### config.mk
export PLATFORM = sky130hd
export DESIGN_NAME = if_id_pipe_reg
export DESIGN_NICKNAME = d
export VERILOG_FILES = /design/src/rtl/riscv_isa_pkg.sv /design/src/rtl/riscv_imm_gen.sv /design/src/rtl/if_id_pipe_reg.sv
export SDC_FILE = /design/constraint.sdc
export NUM_CORES = 1
export LEC_CHECK = 0
export BUFFER_PORTS_ARGS = -buffer_cell sky130_fd_sc_hd__buf_2
export CAP_MARGIN = 10
export CORE_AREA = 2 2 117 119
export DETAILED_ROUTE_END_ITERATION = 6
export DIE_AREA = 0 0 119 121
export REMOVE_ABC_BUFFERS = 1
export SETUP_SLACK_MARGIN = 0.3
export SLEW_MARGIN = 5
export SYNTH_ARGS = -nofsm -noshare
export SYNTH_HDL_FRONTEND = slang
export SYNTH_SLANG_ARGS = --single-unit
### constraint.sdc
create_clock -name clk -period 5.8 [get_ports clk]
set_clock_uncertainty 0.05 [all_clocks]
set_input_delay 0 -clock clk [delete_from_list [all_inputs] [get_ports clk]]
set_output_delay 0 -clock clk [all_outputs]
set_load 0.01 [all_outputs]
### src/rtl/riscv_isa_pkg.sv
// riscv_isa_pkg: shared RV32 opcode, format-class and NOP constants
// Contents: OP_* opcodes, FMT_* format classes (R=0 I=1 S=2 B=3 U=4 J=5 ILL=7), NOP_INSTR
package riscv_isa_pkg;
  localparam logic [6:0] OP_R      = 7'b0110011;
  localparam logic [6:0] OP_IMM    = 7'b0010011;
  localparam logic [6:0] OP_LOAD   = 7'b0000011;
  localparam logic [6:0] OP_STORE  = 7'b0100011;
  localparam logic [6:0] OP_BRANCH = 7'b1100011;
  localparam logic [6:0] OP_LUI    = 7'b0110111;
  localparam logic [6:0] OP_AUIPC  = 7'b0010111;
  localparam logic [6:0] OP_JAL    = 7'b1101111;
  localparam logic [6:0] OP_JALR   = 7'b1100111;
  localparam logic [2:0] FMT_R   = 3'd0;
  localparam logic [2:0] FMT_I   = 3'd1;
  localparam logic [2:0] FMT_S   = 3'd2;
  localparam logic [2:0] FMT_B   = 3'd3;
  localparam logic [2:0] FMT_U   = 3'd4;
  localparam logic [2:0] FMT_J   = 3'd5;
  localparam logic [2:0] FMT_ILL = 3'd7;
  localparam logic [31:0] NOP_INSTR = 32'h00000013;
endpackage

### src/rtl/riscv_imm_gen.sv
// riscv_imm_gen: combinational format classifier and sign-extended immediate generator
// Ports: instruction (32) in; fmt (3), illegal (1), imm (IMM_W) out. Parameter IMM_W >= 32.
module riscv_imm_gen
  import riscv_isa_pkg::*;
#(
  parameter int IMM_W = 64
) (
  input  logic [31:0]      instruction,
  output logic [2:0]       fmt,
  output logic             illegal,
  output logic [IMM_W-1:0] imm
);
  logic [31:0] i;
  logic signed [31:0] v;
  assign i = instruction;
  always_comb begin
    case (i[6:0])
      OP_R:                      fmt = FMT_R;
      OP_IMM, OP_LOAD, OP_JALR:  fmt = FMT_I;
      OP_STORE:                  fmt = FMT_S;
      OP_BRANCH:                 fmt = FMT_B;
      OP_LUI, OP_AUIPC:          fmt = FMT_U;
      OP_JAL:                    fmt = FMT_J;
      default:                   fmt = FMT_ILL;
    endcase
  end
  assign illegal = fmt == FMT_ILL;
  // build a 32-bit signed value first so one cast handles extension to any IMM_W
  assign v = fmt == FMT_I ? {{20{i[31]}}, i[31:20]} :
             fmt == FMT_S ? {{20{i[31]}}, i[31:25], i[11:7]} :
             fmt == FMT_B ? {{19{i[31]}}, i[31], i[7], i[30:25], i[11:8], 1'b0} :
             fmt == FMT_U ? {i[31:12], 12'b0} :
             fmt == FMT_J ? {{11{i[31]}}, i[31], i[19:12], i[20], i[30:21], 1'b0} :
             32'sd0;
  assign imm = IMM_W'(v);
endmodule

### src/rtl/if_id_pipe_reg.sv
// if_id_pipe_reg: flow-controlled IF/ID register with registered decode fields and stall counter
// Ports: clk, rst_n (sync, active-low); in_valid/in_ready, instruction_in, pc_in, flush from fetch;
//        out_valid/out_ready, instruction_out, pc_out, ctrl, rd, funct3, rs1, rs2, funct7,
//        fmt, illegal, imm, stall_cnt toward ID. Optional trace: define IF_ID_TRACE_EN.
module if_id_pipe_reg
  import riscv_isa_pkg::*;
#(
  parameter int PC_W  = 8,
  parameter int IMM_W = 64,
  parameter int CNT_W = 16
) (
  input  logic             clk,
  input  logic             rst_n,
  input  logic             in_valid,
  output logic             in_ready,
  input  logic [31:0]      instruction_in,
  input  logic [PC_W-1:0]  pc_in,
  input  logic             flush,
  output logic             out_valid,
  input  logic             out_ready,
  output logic [31:0]      instruction_out,
  output logic [PC_W-1:0]  pc_out,
  output logic [6:0]       ctrl,
  output logic [4:0]       rd,
  output logic [2:0]       funct3,
  output logic [4:0]       rs1,
  output logic [4:0]       rs2,
  output logic [6:0]       funct7,
  output logic [2:0]       fmt,
  output logic             illegal,
  output logic [IMM_W-1:0] imm,
  output logic [CNT_W-1:0] stall_cnt
);
  logic accept, hold, nop, ill_d;
  logic [31:0] src;
  logic [2:0] fmt_d;
  logic [IMM_W-1:0] imm_d;
  assign in_ready = !out_valid || out_ready;
  assign accept = in_valid && in_ready && !flush;
  assign hold = out_valid && !out_ready;
  // reset and flush both load the NOP through the same decode path
  assign nop = !rst_n || flush;
  assign src = nop ? NOP_INSTR : instruction_in;
  riscv_imm_gen #(.IMM_W(IMM_W)) u_imm_gen (
    .instruction(src),
    .fmt(fmt_d),
    .illegal(ill_d),
    .imm(imm_d)
  );
  always_ff @(posedge clk) begin
    if (!rst_n) stall_cnt <= '0;
    else if (hold && stall_cnt != '1) stall_cnt <= stall_cnt + CNT_W'(1);
    if (nop) out_valid <= 1'b0;
    else if (accept) out_valid <= 1'b1;
    else if (out_ready) out_valid <= 1'b0;
    if (nop || accept) begin
      instruction_out <= src;
      pc_out <= nop ? '0 : pc_in;
      ctrl <= src[6:0];
      rd <= src[11:7];
      funct3 <= src[14:12];
      rs1 <= src[19:15];
      rs2 <= src[24:20];
      funct7 <= src[31:25];
      fmt <= fmt_d;
      illegal <= ill_d;
      imm <= imm_d;
    end
  end
`ifdef IF_ID_TRACE_EN
  function automatic string fmt_name(input logic [2:0] f);
    return f == FMT_R ? "R" : f == FMT_I ? "I" : f == FMT_S ? "S" :
           f == FMT_B ? "B" : f == FMT_U ? "U" : f == FMT_J ? "J" : "ILL";
  endfunction
  always_ff @(posedge clk) begin
    if (rst_n && flush) $display("%0t IF/ID flush", $time);
    else if (rst_n && accept && ill_d)
      $display("%0t IF/ID pc=%h ILL opcode=%b", $time, pc_in, instruction_in[6:0]);
    else if (rst_n && accept)
      $display("%0t IF/ID pc=%h %s rd=%0d rs1=%0d rs2=%0d imm=%0h", $time, pc_in,
               fmt_name(fmt_d), instruction_in[11:7], instruction_in[19:15],
               instruction_in[24:20], imm_d);
  end
`endif
endmodule

==> impl_metrics.toml, run 1 <==
[clock_network]
cts_buffers = 9
holdBufCountCts = 41
htree_num_levels = 3
cts_tree = "built"
cts-resized-gates = 0
clock-sinks = 93
cts_setup_buffers = 0
cts_root_buf = "clkbuf_16"
cts_buffer_depth = 2
clkTransAtPathRegs_ns = 0.07
clkLatencyLatePin_ns = 0.33

[routing]
wl_per_cell_um = 14.4
antenna_left = 0
num_vias = 3381
drt_wl_total_um = 10700
first_iter_violations = 218
via_per_inst = 4.58
first_pass_iters = 4
drc = 0

[place]
post-dp-hpwl_um = 7600
port_buffers = 202
place_congestion = 0.800
placed_area_um2 = 5190

[sta]
slew_violations = 0
max_freq_ghz = 0.342
slew_headroom = 0.269
fin_crit_sh = 0.505
rsz0062_at_grt = "false"
tns_ns = 0
min_period_ns = 2.93
hold_viol = 0
finalSetupViolCount = 0
worst_pin_slew_ns = 1.09

[setup_path]
crit_path_end = "fmt[1]$_DFFE_PP_"
slowest_stage = "nor2b_4"
r2r_end = "stall_cnt[9]$_SDFFE_PN0P_"
worstPathRequired_ns = 5.83
worstSetupStartpointType = "input pin"
cp-startpoint = "rst_n"
r2r_cells = 5
path_cells = "dlygate4sd3_1 -> buf_2 -> nor2b_4 -> o2111ai_1 -> and3_1 -> or2_2"
cp_max_fo = 45
path_class = "in -> reg"
r2r_start = "stall_cnt[0]$_SDFFE_PN0P_"
timing.critical_path.slowest_cell_delay_ns = 0.83
endpoint_kind = "flop"
worstPathArrival_ns = 2.96
r2r_setup_slack_ns = 3.74

[cells_and_area]
area_delta_synth_final_pct = 32.9
nets = 604
fillers = 1220
design_area_um2 = 5950
layout_common_cells = "buf_2 (202), edfxtp_1 (76), dlygate4sd3_1 (41), and2_1 (35), nand2_1 (28)"
final_common_cell = "buf_2"
drive_gt1_frac = 0.410
diodes = 0

[die]
die-height_um = 121
initial_utilization = 0.342
rows = 42
dieArea_um2 = 14400
io_pins = 203
die_width_um = 119
coreArea_um2 = 13100

[global_routing]
grt_pass1_wl_um = 16400
grt_pass1_vias = 3264
track_usage = 0.146
grt_max_degree = 77
grt-ovfl-total = 0
antenna_found_initial = 0

[synthesis]
ys_warn_count = 0
synth_area_um2 = 4470
syn_inst = 380
yosys_register_bits = 93
syn-mean-instance-area_um2 = 11.8
synth_cell_types = 50
ys_seq_area_frac = 0.586

[run]
maxCapViolations = 0

[pwr]
powerDensity_nw_per_um2 = 269
ir_worst_vdd_v = 0.000157
p_leak_uw = 0.00290

[worst_hold_path]
hold_class = "in -> reg"

[run_status]
status = "completed"
[per-layer routing]
layer / global-route usage / vias to the layer above / routed length [um]
met5: 0 / - / 0
met4: 0.0379 / 0 / 94
met3: 0.0343 / 8 / 536
met2: 0.272 / 132 / 5610
met1: 0.168 / 1581 / 4430
li1: - / 1660 / -
[cell usage after synthesis (all sizes together)]
| master | count | share of area |
|---|---|---|
| and3b | 2 | 0.0039 |
| and3 | 1 | 0.0014 |
| a31oi | 4 | 0.0056 |
| and2 | 35 | 0.049 |
| dfxtp | 17 | 0.076 |
| a211o | 1 | 0.0020 |
| nand2 | 29 | 0.024 |
| edfxtp | 76 | 0.51 |
| and4 | 2 | 0.0042 |
| a21o | 13 | 0.022 |
| clkbuf | 7 | 0.0059 |
| nor3b | 3 | 0.0062 |
| nor4 | 5 | 0.010 |
| or4b | 1 | 0.0031 |
| or4 | 6 | 0.011 |
| nand3b | 4 | 0.0067 |
| buf | 70 | 0.11 |
| mux2i | 3 | 0.0067 |
| or2 | 1 | 0.0014 |
| a22o | 4 | 0.0078 |
| ha | 1 | 0.0028 |
| nand2b | 9 | 0.013 |
| nand4 | 6 | 0.012 |
| nand3 | 7 | 0.0078 |
| nor2 | 3 | 0.0025 |
| a21oi | 12 | 0.013 |
| inv | 16 | 0.013 |
| o2bb2ai | 1 | 0.0020 |
| nor3 | 4 | 0.0045 |
| and4b | 2 | 0.0045 |
| and4bb | 1 | 0.0028 |
| nor2b | 3 | 0.0059 |
| o31a | 1 | 0.0020 |
| o31ai | 6 | 0.010 |
| o311ai | 1 | 0.0036 |
| or3 | 3 | 0.0042 |
| o2111ai | 1 | 0.0020 |
| o21ai | 16 | 0.018 |
| o41ai | 1 | 0.0020 |
| o21a | 1 | 0.0017 |
| o211ai | 1 | 0.0017 |
[state kept, by name, indices dropped and copies added (netlist names)]
name and flops:
instruction_out 32, stall_cnt 16, illegal 1, pc_out 8
out_valid 1, imm 32, fmt 3
[cells by family after synthesis]
group	count (synthesis)	share of synthesized area
fa+ha+maj	1	0.00280
mux	3	0.00671
compound gates	63	0.0934
flops	93	0.586
simple gates	127	0.178
buf+inv	93	0.133
[worst max-delay path, delay by kind of cell]
kind,cells,cell delay [ns]
buffers and inverters,2,0.77
AO/OA/AOI/OAI,1,0.67
AND/OR/NAND/NOR,3,1.51
[worst min-delay path by stage]
stage	end	cells after the start	slack, ns	from
2_1_floorplan	stall_cnt[11]$_SDFFE_PN0P_	1	0.07	rst_n
3_3_place_gp	out_valid$_SDFFE_PP0P_	3	0.22	in_valid
3_5_place_dp	out_valid$_SDFFE_PP0P_	3	0.19	in_valid
4_1_cts	instruction_out[5]$_DFFE_PP_	2	0.01	instruction_in[5]
5_1_grt	instruction_out[5]$_DFFE_PP_	2	0.03	instruction_in[5]
6_report	instruction_out[5]$_DFFE_PP_	2	0.02	instruction_in[5]
[report_power, final]
part / total [uW] / leakage (uW) / switching [uW] / internal, uW
sequential: 767 / 0.00100 / 13.7 / 753
clock: 671 / 0.000166 / 248 / 424
combinational: 164 / 0.00174 / 88.2 / 75.5
total: 1600 / 0.00290 / 350 / 1250
[stage by stage]
stage | worst slack [ns] | power (uW) | hold WS, ns | util | std cells
2_1_floorplan | 2.04 | 841 | 0.0678 | - | 303
3_3_place_gp | 3.08 | 925 | 0.219 | 0.397 | 682
3_5_place_dp | 2.95 | 926 | 0.192 | 0.397 | 682
4_1_cts | 2.77 | 1620 | 0.0101 | 0.455 | 739
5_1_grt | 2.53 | 1660 | 0.0281 | 0.455 | 739
6_report | 2.87 | 1600 | 0.0162 | 0.455 | 739
[layout make-up]
| class | instances | area, um2 | area share |
|---|---|---|---|
| Clock buffer | 9 | 225 | 0.0379 |
| Clock inverter | 7 | 120 | 0.0202 |
| Sequential cell | 93 | 2620 | 0.441 |
| Tap cell | 176 | 220 | 0.0370 |
| Inverter | 16 | 60.1 | 0.0101 |
| Multi-Input combinational cell | 194 | 1270 | 0.214 |
| Timing Repair Buffer | 244 | 1430 | 0.240 |
Note: power is estimated with default switching activity, not from simulation.
==> inputs of run 2 (changes only) <==
- clock period: 5.8 -> 2.45 ns (I/O delays scaled with it)
==> impl_metrics.toml, run 2 (synthesized netlist as in run 1, its figures left out) <==
[run_status]
status = "completed"

[sta]
rsz0062_at_grt = "false"
tns_ns = 0
fin_crit_sh = 0.785
timing.hold.ws_ns = 0.0174
slew_violations = 0
finalSetupViolCount = 0
max_freq_ghz = 0.520
slew_headroom = 0.526
min_period_ns = 1.92
hold_viol = 0
fin_ws_ns = 0.526
worst_pin_slew_ns = 0.711

[cells_and_area]
diodes = 0
final_core_util = 0.454
fillers = 1203
final_common_cell = "buf_2"
nets = 610
area_delta_synth_final_pct = 32.8
reg_top3 = "imm: 32 flops, instruction_out: 32 flops, stall_cnt: 16 flops"
drive_gt1_frac = 0.411
layout_common_cells = "buf_2 (202), edfxtp_1 (76), dlygate4sd3_1 (40), and2_1 (35), nand2_1 (28)"
layout.cells.non_filler = 745

[place]
dpl_worst_slack_ns = 0.545
post-dp-hpwl_um = 7740
place_inst = 689
port_buffers = 202
place_congestion = 0.833

[setup_path]
worstSetupStartpointType = "flop"
path_cells = "ha_1 -> nand3_1 -> or4_4 -> o311ai_2 -> o41ai_1"
path_class = "reg -> reg"
cp_num_buf_inv = 0
endpoint_kind = "flop"
worstPathRequired_ns = 2.61
r2r_setup_slack_ns = 0.53
slowest_stage = "or4_4"
cp_max_fo = 6
timing.critical_path.slowest_cell_delay_ns = 0.48
crit_family = "simple AND/OR/NAND/NOR gates"
worstPathArrival_ns = 2.09

[pwr]
switching_share = 0.225
pwr-share-comb = 0.110
pwr-share-seq = 0.511
clockPowerShare = 0.379
cell_internal_pwr_uw = 2750
p_leak_uw = 0.00291
powerDensity_nw_per_um2 = 597
ir_worst_vdd_v = 0.000236
power_switching_uw = 799

[die]
rows = 42
die_width_um = 119
io_pins = 203
coreArea_um2 = 13100
initial_utilization = 0.342
die-height_um = 121
dieArea_um2 = 14400

[routing]
wl_per_cell_um = 14.3
wl_met1_um = 4210
top_layer = "met4"
first_pass_iters = 4
dr_wl_met2_um = 5600
first_iter_violations = 202
drc = 0
antenna_left = 0
wl_met3_um = 742
via_per_inst = 4.65
drt_wl_total_um = 10700
num_vias = 3467

[global_routing]
track_usage = 0.149
grt_pass1_wl_um = 16600
antenna_found_initial = 1
grt_pass1_vias = 3260
grt-ovfl-total = 0
grt_max_degree = 48

[clock_network]
htree_num_levels = 3
cts-resized-gates = 0
cts_buffer_depth = 2
clkLatencyLatePin_ns = 0.33
cts_root_buf = "clkbuf_16"
cts_tree = "built"
cts_buffers = 9
clock-sinks = 93
clkTransAtPathRegs_ns = 0.06

[run]
maxCapViolations = 0

[worst_hold_path]
hold_class = "in -> reg"
[run 2: cell count changes in the layout (fill, tap and decap cells not counted), moves of 2 or more]
| cell | change |
|---|---|
| clkbuf_1 | +2 |
| bufinv_16 | -2 |
| inv_6 | -2 |
| buf_4 | +6 |
| clkinv_1 | +2 |
[run 2: power by group through the flow]
| stage | clock (uW) | combinational (uW) | sequential, uW |
|---|---|---|---|
| final | 1340 | 391 | 1810 |
| after detailed placement | 0 | 346 | 1850 |
| after global routing | 1440 | 425 | 1820 |
| after floorplan | 0 | 67.0 | 1920 |
| after global placement | 0 | 347 | 1850 |
| after CTS | 1380 | 397 | 1820 |
[run 2: routing by layer]
layer / global-route usage / up-vias
li1: - / 1674
met1: 0.169 / 1634
met2: 0.273 / 149
met3: 0.0409 / 10
met4: 0.0432 / 0
met5: 0 / -
[run 2: layout make-up]
type                    instances  area (um2)  area share
clock inverters                 5        51.3     0.00863
well taps                     176         220      0.0371
inverters                      16        60.1      0.0101
clock buffers                  11         233      0.0392
repair buffers                250        1480       0.250
flip-flops and latches         93        2620       0.441
multi-input cells             194        1270       0.214
[run 2: worst paths after layout]
| check | from | cells past startpoint | end |
|---|---|---|---|
| worst max-delay path | stall_cnt[0]$_SDFFE_PN0P_ | 5 | stall_cnt[14]$_SDFFE_PN0P_ |
| worst min-delay path | instruction_in[5] | 2 | instruction_out[5]$_DFFE_PP_ |
| worst max register to register | stall_cnt[0]$_SDFFE_PN0P_ | 5 | stall_cnt[14]$_SDFFE_PN0P_ |
| worst min register to register | stall_cnt[5]$_SDFFE_PN0P_ | 2 | stall_cnt[5]$_SDFFE_PN0P_ |
[run 2: stage by stage]
step | total power, uW | area, um2
after floorplan | 1990 | 3940
after global placement | 2190 | 5260
after detailed placement | 2200 | 5260
after CTS | 3600 | 5940
after global routing | 3690 | 5940
final | 3550 | 5940
[run 2: repair_timing]
action                                  CTS  global route
hold buffers                             40             0
hold endpoints to repair                 69             0
endpoints found under the setup margin    0             0
setup buffers                             0             0
==> inputs of run 3 (changes only) <==
- clock period: 2.45 -> 1.7 ns (I/O delays scaled with it)
==> impl_metrics.toml, run 3 (synthesized netlist as in run 1, its figures left out) <==
[place]
post-dp-hpwl_um = 8200
port_buffers = 202
place_congestion = 0.831
dpl_worst_slack_ns = -0.0287
placed_area_um2 = 5450

[cells_and_area]
nets = 661
multi_input_area_um2 = 1400
fillers = 1118
diodes = 0
final_common_cell = "buf_2"
drive_gt1_frac = 0.518
final_core_util = 0.518
area_delta_synth_final_pct = 51.5
layout_common_cells = "buf_2 (202), edfxtp_1 (76), dlygate4sd3_1 (40), buf_4 (37), and2_1 (35)"
reg_top3 = "imm: 32 flops, instruction_out: 32 flops, stall_cnt: 16 flops"
design_area_um2 = 6780
regArea_um2 = 2650

[die]
rows = 42
io_pins = 203
die-height_um = 121
initial_utilization = 0.342
coreArea_um2 = 13100
die_width_um = 119
dieArea_um2 = 14400

[pwr]
p_leak_uw = 0.00333
ir_worst_vdd_v = 0.000396
powerDensity_nw_per_um2 = 818

[run_status]
status = "completed"

[routing]
drc = 0
drt_wl_total_um = 12000
via_per_inst = 4.66
wl_per_cell_um = 15.1
num_vias = 3708
first_iter_violations = 216
antenna_left = 0
first_pass_iters = 4

[setup_path]
path_cells = "nand4_1 -> or4_4 -> o311ai_4 -> o41ai_1"
r2r_setup_slack_ns = 0.04
slowest_stage = "or4_4"
worstPathArrival_ns = 1.83
path_class = "reg -> reg"
r2r_start = "stall_cnt[4]$_SDFFE_PN0P_"
worstPathRequired_ns = 1.87
endpoint_kind = "flop"
worstSetupStartpointType = "flop"
cp_max_fo = 4
cp-startpoint = "stall_cnt[4]$_SDFFE_PN0P_"
timing.critical_path.slowest_cell_delay_ns = 0.62

[sta]
hold_viol = 0
rsz0062_at_grt = "true"
worst_pin_slew_ns = 0.498
finalSetupViolCount = 0
fin_crit_sh = 0.976
slew_headroom = 0.668
tns_ns = 0
min_period_ns = 1.66
max_freq_ghz = 0.602
fin_ws_ns = 0.0402
slew_violations = 0

[clock_network]
cts_buffer_depth = 2
cts_tree = "built"
cts_buffers = 9
htree_num_levels = 3
clkTransAtPathRegs_ns = 0.06
clock-sinks = 93
cts_root_buf = "clkbuf_16"
clkLatencyLatePin_ns = 0.35

[global_routing]
grt_max_degree = 34
track_usage = 0.164
antenna_found_initial = 0
grt_pass1_vias = 3511
grt-ovfl-total = 0
grt_pass1_wl_um = 18000

[worst_hold_path]
hold_class = "in -> reg"
min_from = "rst_n"

[run]
maxCapViolations = 0
run 3: cell count changes in the layout (fill, tap and decap cells not counted), moves of 4 or more:
| cell | delta |
|---|---|
| dfxtp_1 | -14 |
| buf_12 | +5 |
| buf_16 | +4 |
| buf_6 | +7 |
| o21ai_0 | -4 |
| dfxtp_2 | +11 |
| buf_4 | +30 |
| clkbuf_16 | +4 |
run 3: worst paths after layout:
kind	endpoint	depth (start not counted)
hold / removal	stall_cnt[11]$_SDFFE_PN0P_	3
setup / recovery	stall_cnt[14]$_SDFFE_PN0P_	4
hold reg to reg	stall_cnt[9]$_SDFFE_PN0P_	2
setup reg to reg	stall_cnt[14]$_SDFFE_PN0P_	4
run 3: power by group:
| part | internal, uW | total [uW] | switching, uW | leakage, uW |
|---|---|---|---|---|
| sequential | 2560 | 2600 | 41.0 | 0.00101 |
| clock | 1440 | 2270 | 835 | 0.000163 |
| combinational | 337 | 672 | 335 | 0.00216 |
| total | 4340 | 5550 | 1210 | 0.00333 |
run 3: layout make-up:
type	instances	area share
clock buffers	10	0.0338
flip-flops and latches	93	0.390
multi-input cells	194	0.206
repair buffers	301	0.312
well taps	176	0.0325
inverters	16	0.00886
clock inverters	6	0.0164
run 3: metrics by stage:
stage                     total power [uW]  hold slack, ns  cells
final                                 5550          0.0612    796
after global placement                3180           0.184    711
after CTS                             5600          0.0413    787
after floorplan                       2870          0.0678    303
after global routing                  5750          0.0563    796
after detailed placement              3180           0.204    711
run 3: layer usage:
layer | part of all wire | vias to the layer above | GRT usage
met1 | 0.39 | 1770 | 0.181
met2 | 0.53 | 141 | 0.302
met3 | 0.060 | 14 | 0.0381
met4 | 0.016 | 0 | 0.0699
li1 | - | 1783 | -
met5 | 0 | - | 0
run 3: critical path: cells and delay by family, from the launching register on:
kind	cells	cell delay (ns)
simple gates	2	0.79
flops	1	0.36
compound gates	2	0.34
run 3: what timing repair did:
| item | CTS | global route |
|---|---|---|
| gates resized for setup | 35 | 30 |
| endpoints found under the setup margin | 83 | 92 |
| cloned | 5 | 4 |
| hold buffers | 40 | 0 |
| pin swaps | 10 | 10 |
| endpoints found under the hold margin | 69 | 0 |
| setup buffers | 15 | 5 |
